File: config.mk
export PLATFORM = sky130hd
export DESIGN_NAME = pcd_from_picc_rx
export DESIGN_NICKNAME = d
export VERILOG_FILES = /design/src/rtl/pcd_from_picc_rx.sv
export SDC_FILE = /design/constraint.sdc
export NUM_CORES = 1
export LEC_CHECK = 0
export BUFFER_PORTS_ARGS = -buffer_cell sky130_fd_sc_hd__buf_2
export CAP_MARGIN = 20
export CORE_ASPECT_RATIO = 1.5
export CORE_MARGIN = 5
export CORE_UTILIZATION = 40
export DETAILED_ROUTE_END_ITERATION = 7
export PLACE_DENSITY = 0.6
export SLEW_MARGIN = 20
export SYNTH_ARGS = -nofsm -noshare
export SYNTH_HDL_FRONTEND = slang
export SYNTH_SLANG_ARGS = --single-unit
File: constraint.sdc
create_clock -name clk_in -period 10.5 [get_ports clk_in]
set_clock_uncertainty 0.15 [all_clocks]
set_input_delay 1.575 -clock clk_in [delete_from_list [all_inputs] [get_ports clk_in]]
set_output_delay 1.575 -clock clk_in [all_outputs]
set_load 0.02 [all_outputs]
File: src/rtl/pcd_from_picc_rx.sv
// ISO14443A PCD-side receiver: slices PICC load-modulation samples into half-bits and
// decodes Manchester SOF / data / odd parity / EOF into an AXI-Stream byte stream.
module pcd_from_picc_rx #(
  parameter int HALF_BIT = 64,
  parameter int MOD_MIN  = 32,
  parameter int THRESH   = 2048
) (
  input  logic        clk_in,
  input  logic        rst_in,
  input  logic        s00_axis_tvalid,
  input  logic [31:0] s00_axis_tdata,
  output logic        s00_axis_tready,
  input  logic        m00_axis_tready,
  output logic        m00_axis_tvalid,
  output logic [7:0]  m00_axis_tdata,
  output logic        m00_axis_tlast,
  output logic        busy_out,
  output logic        frame_done_out,
  output logic        err_out,
  output logic [1:0]  err_code_out,
  output logic        overflow_out
);
  localparam int CW = $clog2(HALF_BIT + 1);

  typedef enum logic [2:0] {
    IDLE    = 3'd0,
    SOF1    = 3'd1,
    SOF2    = 3'd2,
    DATA_H1 = 3'd3,
    DATA_H2 = 3'd4
  } state_t;

  state_t        state_r, state_s;
  logic [CW-1:0] win_cnt_r, act_cnt_r, act_sum_s;
  logic [3:0]    bit_cnt_r;
  logic [7:0]    shift_r, held_r;
  logic          held_vld_r, h1_r;
  logic [31:0]   abs_s;
  logic          active_s, last_s, mod_s, pair_end_s, bit_ev_s, coll_s, eof_s;
  logic          par_ev_s, byte_ok_s, par_err_s, trunc_s, abort_s;
  logic          push_s, push_last_s, done_s, err_s;
  logic [1:0]    err_code_s;
  logic          ready_r, busy_r, done_r, err_r, ovf_r, tvalid_r, tlast_r;
  logic [7:0]    tdata_r;
  logic [1:0]    err_code_r;

  function automatic logic odd_parity_ok(input logic [7:0] data, input logic par);
    return ^{data, par};
  endfunction

  // Sample magnitude, window end detection and half-bit pair classification.
  always_comb begin
    if (s00_axis_tdata == 32'h8000_0000) begin
      abs_s = 32'h7FFF_FFFF;
    end else if (s00_axis_tdata[31]) begin
      abs_s = 32'd0 - s00_axis_tdata;
    end else begin
      abs_s = s00_axis_tdata;
    end
    active_s   = (abs_s >= 32'(THRESH));
    act_sum_s  = act_cnt_r + CW'(active_s);
    last_s     = s00_axis_tvalid && (state_r != IDLE) && (win_cnt_r == CW'(HALF_BIT - 1));
    mod_s      = (act_sum_s >= CW'(MOD_MIN));
    pair_end_s = last_s && (state_r == DATA_H2);
    bit_ev_s   = pair_end_s && (h1_r != mod_s);
    coll_s     = pair_end_s && h1_r && mod_s;
    eof_s      = pair_end_s && !h1_r && !mod_s;
    par_ev_s   = bit_ev_s && (bit_cnt_r == 4'd8);
    byte_ok_s  = par_ev_s && odd_parity_ok(shift_r, h1_r);
    par_err_s  = par_ev_s && !odd_parity_ok(shift_r, h1_r);
    trunc_s    = eof_s && (bit_cnt_r != 4'd0);
    abort_s    = coll_s || par_err_s || trunc_s;
  end

  // State register.
  always_ff @(posedge clk_in) begin
    if (rst_in) begin
      state_r <= IDLE;
    end else begin
      state_r <= state_s;
    end
  end

  // Next-state logic.
  always_comb begin
    state_s = state_r;
    case (state_r)
      IDLE:    if (s00_axis_tvalid && active_s) state_s = SOF1; else state_s = IDLE;
      SOF1:    if (last_s && mod_s) state_s = SOF2; else if (last_s) state_s = IDLE; else state_s = SOF1;
      SOF2:    if (last_s && mod_s) state_s = IDLE; else if (last_s) state_s = DATA_H1; else state_s = SOF2;
      DATA_H1: if (last_s) state_s = DATA_H2; else state_s = DATA_H1;
      DATA_H2: begin
        if (last_s && (abort_s || eof_s)) begin
          state_s = IDLE;
        end else if (last_s) begin
          state_s = DATA_H1;
        end else begin
          state_s = DATA_H2;
        end
      end
      default: state_s = IDLE;
    endcase
  end

  // Output decisions: the held byte goes out one byte late so tlast is known.
  always_comb begin
    done_s = eof_s && !trunc_s;
    err_s  = abort_s;
    if (held_vld_r && byte_ok_s) begin
      push_s      = 1'b1;
      push_last_s = 1'b0;
    end else if (held_vld_r && (eof_s || abort_s)) begin
      push_s      = 1'b1;
      push_last_s = 1'b1;
    end else begin
      push_s      = 1'b0;
      push_last_s = 1'b0;
    end
    if (coll_s) begin
      err_code_s = 2'd2;
    end else if (par_err_s) begin
      err_code_s = 2'd1;
    end else if (trunc_s) begin
      err_code_s = 2'd3;
    end else begin
      err_code_s = 2'd0;
    end
  end

  // Half-bit window counters; a frame's first active sample is window sample 0.
  always_ff @(posedge clk_in) begin
    if (rst_in) begin
      win_cnt_r <= '0;
      act_cnt_r <= '0;
    end else if (s00_axis_tvalid && (state_r == IDLE) && active_s) begin
      win_cnt_r <= CW'(1);
      act_cnt_r <= CW'(1);
    end else if (last_s) begin
      win_cnt_r <= '0;
      act_cnt_r <= '0;
    end else if (s00_axis_tvalid && (state_r != IDLE)) begin
      win_cnt_r <= win_cnt_r + CW'(1);
      act_cnt_r <= act_sum_s;
    end
  end

  // Bit assembly, parity and the holding register.
  always_ff @(posedge clk_in) begin
    if (rst_in) begin
      bit_cnt_r  <= 4'd0;
      shift_r    <= 8'd0;
      held_r     <= 8'd0;
      held_vld_r <= 1'b0;
      h1_r       <= 1'b0;
    end else if (last_s) begin
      case (state_r)
        SOF2:    bit_cnt_r <= 4'd0;
        DATA_H1: h1_r <= mod_s;
        DATA_H2: begin
          if (par_ev_s) begin
            bit_cnt_r <= 4'd0;
            if (byte_ok_s) begin
              held_r     <= shift_r;
              held_vld_r <= 1'b1;
            end
          end else if (bit_ev_s) begin
            shift_r   <= {h1_r, shift_r[7:1]};
            bit_cnt_r <= bit_cnt_r + 4'd1;
          end
          if (eof_s || abort_s) held_vld_r <= 1'b0;
        end
        default: bit_cnt_r <= bit_cnt_r;
      endcase
    end
  end

  // Output stage and status flags.
  always_ff @(posedge clk_in) begin
    if (rst_in) begin
      ready_r    <= 1'b0;
      busy_r     <= 1'b0;
      done_r     <= 1'b0;
      err_r      <= 1'b0;
      err_code_r <= 2'd0;
      ovf_r      <= 1'b0;
      tvalid_r   <= 1'b0;
      tdata_r    <= 8'd0;
      tlast_r    <= 1'b0;
    end else begin
      ready_r <= 1'b1;
      busy_r  <= (state_s != IDLE);
      done_r  <= done_s;
      err_r   <= err_s;
      if (err_s) err_code_r <= err_code_s;
      if (push_s && tvalid_r && !m00_axis_tready) begin
        ovf_r <= 1'b1;
      end else if (push_s) begin
        tvalid_r <= 1'b1;
        tdata_r  <= held_r;
        tlast_r  <= push_last_s;
      end else if (tvalid_r && m00_axis_tready) begin
        tvalid_r <= 1'b0;
      end
    end
  end

  assign s00_axis_tready = ready_r;
  assign m00_axis_tvalid = tvalid_r;
  assign m00_axis_tdata  = tdata_r;
  assign m00_axis_tlast  = tlast_r;
  assign busy_out        = busy_r;
  assign frame_done_out  = done_r;
  assign err_out         = err_r;
  assign err_code_out    = err_code_r;
  assign overflow_out    = ovf_r;
endmodule

==> flow_metrics.tcl <==
set metrics [dict create \
    first_global_vias 2873 \
    vias_per_cell 5.610 \
    synth_fa_ha_area_share_pct 2.235 \
    numCtsBuffers 5 \
    num-nets-final 478 \
    ys_ff_latch 56 \
    final_common_cell "dfxtp_1" \
    synthesis.area_um2 3359 \
    worstPathRequired_ns 10.57 \
    syn_nets 435 \
    place_ws_ns 3.886 \
    ctsResizeCount 0 \
    synth_edf_count 0 \
    slew_violations 0 \
    diodes 0 \
    vias 3052 \
    end_kind "flip-flop" \
    fmax_mhz 158.3 \
    worst_pin_slew_ns 0.9613 \
    cts.sinks 56 \
    synthFlopType "dfxtp_1" \
    cp.arrival_ns 6.39 \
    power_mw 0.4254 \
    fin_area_um2 3856 \
    avgSynthCellArea_um2 8.548 \
    cap_violations 0 \
    setup_slack_ns 4.183 \
    drive_above_1_share_pct 21.28 \
    synth-simple-area-share_pct 31.40 \
    setup_viol 0 \
    rsz0062_at_grt "false" \
    grt_max_degree 54 \
    worstHoldPathType "flip-flop to flip-flop" \
    track_usage_pct 15.11 \
    grt_pass1_wl_um 12910 \
    area_growth_pct 14.79 \
    clk_pin_slew_ns 0.07 \
    start_kind "input port" \
    final_core_util_pct 46.40 \
    clk_latency_ns 0.30 \
    layout_common_cells "dfxtp_1, buf_2, nor2_1" \
    synth_async_sr_flop_share_pct 0 \
    synthMuxAreaShare_pct 8.380 \
    core_um2 8310 \
    io_pins 53 \
    antenna_found_initial 0 \
    synth_top_family_by_area "simple AND/OR/NAND/NOR gates" \
    drt_wl_total_um 7879 \
    timing.setup.tns_ns 0 \
    wl_per_cell_um 14.48 \
    grt-ovfl-total 0 \
    post-route-period-util_pct 60.16 \
    synth_xor_xnor_area_share_pct 5.363 \
    yosysUniqueCellTypes 62 \
    crit_fanout 9 \
    die_area_um2 10370 \
    tritoncts "yes" \
    place_area_um2 3710 \
    drtPass1Iterations 4 \
    clock_path_buffers 2 \
    drt_iter0_markers 102 \
    hold_buffers 0 \
    ir_drop_mv 0.09924 \
    initial_utilization_pct 40.42 \
    place_congestion 0.9434 \
    ctsRootBufferMaster "clkbuf_16" \
    io_buffers 52 \
    drc 0 \
    die_h_um 122.2 \
    synth_cells 393 \
    p_per_area_nw_per_um2 110.3 \
    maxSlewHeadroom_pct 35.80 \
    synth_warnings 0 \
    ant_nets 0 \
    dp_hpwl_um 5955 \
    synth_compound_gate_area_share_pct 14.82 \
    row_count 41 \
    fin_crit_ns 6.317 \
    h-tree-depth 2 \
    die_x_um 84.83 \
    leakagePower_nw 1.433 \
    fill_cells 834 \
    status "complete, no violations" \
    dp.cells 536 \
    fin_cells 544 \
    critPathKind "input port to flip-flop" \
    cts_setup_buffers 0 \
    hold_viol 0 \
    synth-seq-area-share_pct 33.37 \
    hold_ws_ns 0.2928 \
]
-- state kept, by name, summed over array words and instances (netlist names), 2 cells and up --
| signal | cells |
|---|---|
| shift_r | 8 |
| state_r | 3 |
| held_r | 8 |
| err_code_out | 2 |
| m00_axis_tdata | 8 |
| win_cnt_r | 7 |
| bit_cnt_r | 4 |
| act_cnt_r | 7 |
-- critical path, stage by stage --
cell,delay [ns]
buf_2,0.11
or4_1,0.71
nor2_8,0.20
a32oi_1,0.12
o41a_1,0.42
a2111o_1,0.33
nor3_1,0.21
inv_1,0.07
ha_1,0.21
ha_1,0.23
xnor2_1,0.13
and4_1,0.20
a21oi_2,0.30
xor2_1,0.56
a21oi_1,0.32
or3b_2,0.53
a21oi_1,0.14
-- final timing paths --
check,slack (ns),to,cells past startpoint,start
worst min register to register,0.29,err_code_out[0],2,err_code_out[0]
worst max-delay path,4.18,bit_cnt_r[1],17,s00_axis_tdata[19]
worst min-delay path,0.29,err_code_out[0],2,err_code_out[0]
worst max register to register,7.33,bit_cnt_r[1],9,act_cnt_r[0]
-- routing by layer --
metal	vias to the layer above	part of all wire, %	global-route usage (%)
met5	-	0	0
met1	1418	41	16.22
met4	0	3.0	8.812
li1	1531	-	-
met3	19	5.0	3.156
met2	84	51	27.11
-- final cells by class --
class,instances,area (µm²),area share [%]
Multi-Input combinational cell,301,2105,54.57
Inverter,16,60.06,1.557
Tap cell,107,133.9,3.472
Clock buffer,5,125.1,3.245
Timing Repair Buffer,56,290.3,7.528
Sequential cell,56,1121,29.07
Clock inverter,3,21.27,0.5516
-- cell usage after synthesis, types with 8 or more instances --
cell type,n,share of area [%]
clkbuf_1,15,1.7
nor4_1,9,1.7
nor4_2,8,3.0
inv_1,16,1.8
xor2_1,9,2.3
nand2_1,22,2.5
a21oi_1,26,3.9
dfxtp_1,56,33
nand2b_1,8,1.5
nor3_1,19,2.8
nand4_1,9,1.7
xnor2_1,9,2.3
nor2_1,45,5.0
nand3_1,13,1.9
mux2i_1,27,8.0
-- where the power goes --
| group | switching (mW) | internal, mW |
|---|---|---|
| logic | 0.0276 | 0.0157 |
| clock network | 0.0776 | 0.0889 |
| registers | 0.00155 | 0.214 |
| total | 0.107 | 0.319 |
-- kinds of logic after synthesis --
kind of cell / after synthesis
XOR/XNOR: 19
buffers and inverters: 36
multiplexers: 28
AO/OA/AOI/OAI: 70
AND/OR/NAND/NOR: 178
flip-flops: 56
adder cells (fa/ha/maj): 6
Note: power is estimated with default switching activity, not from simulation.
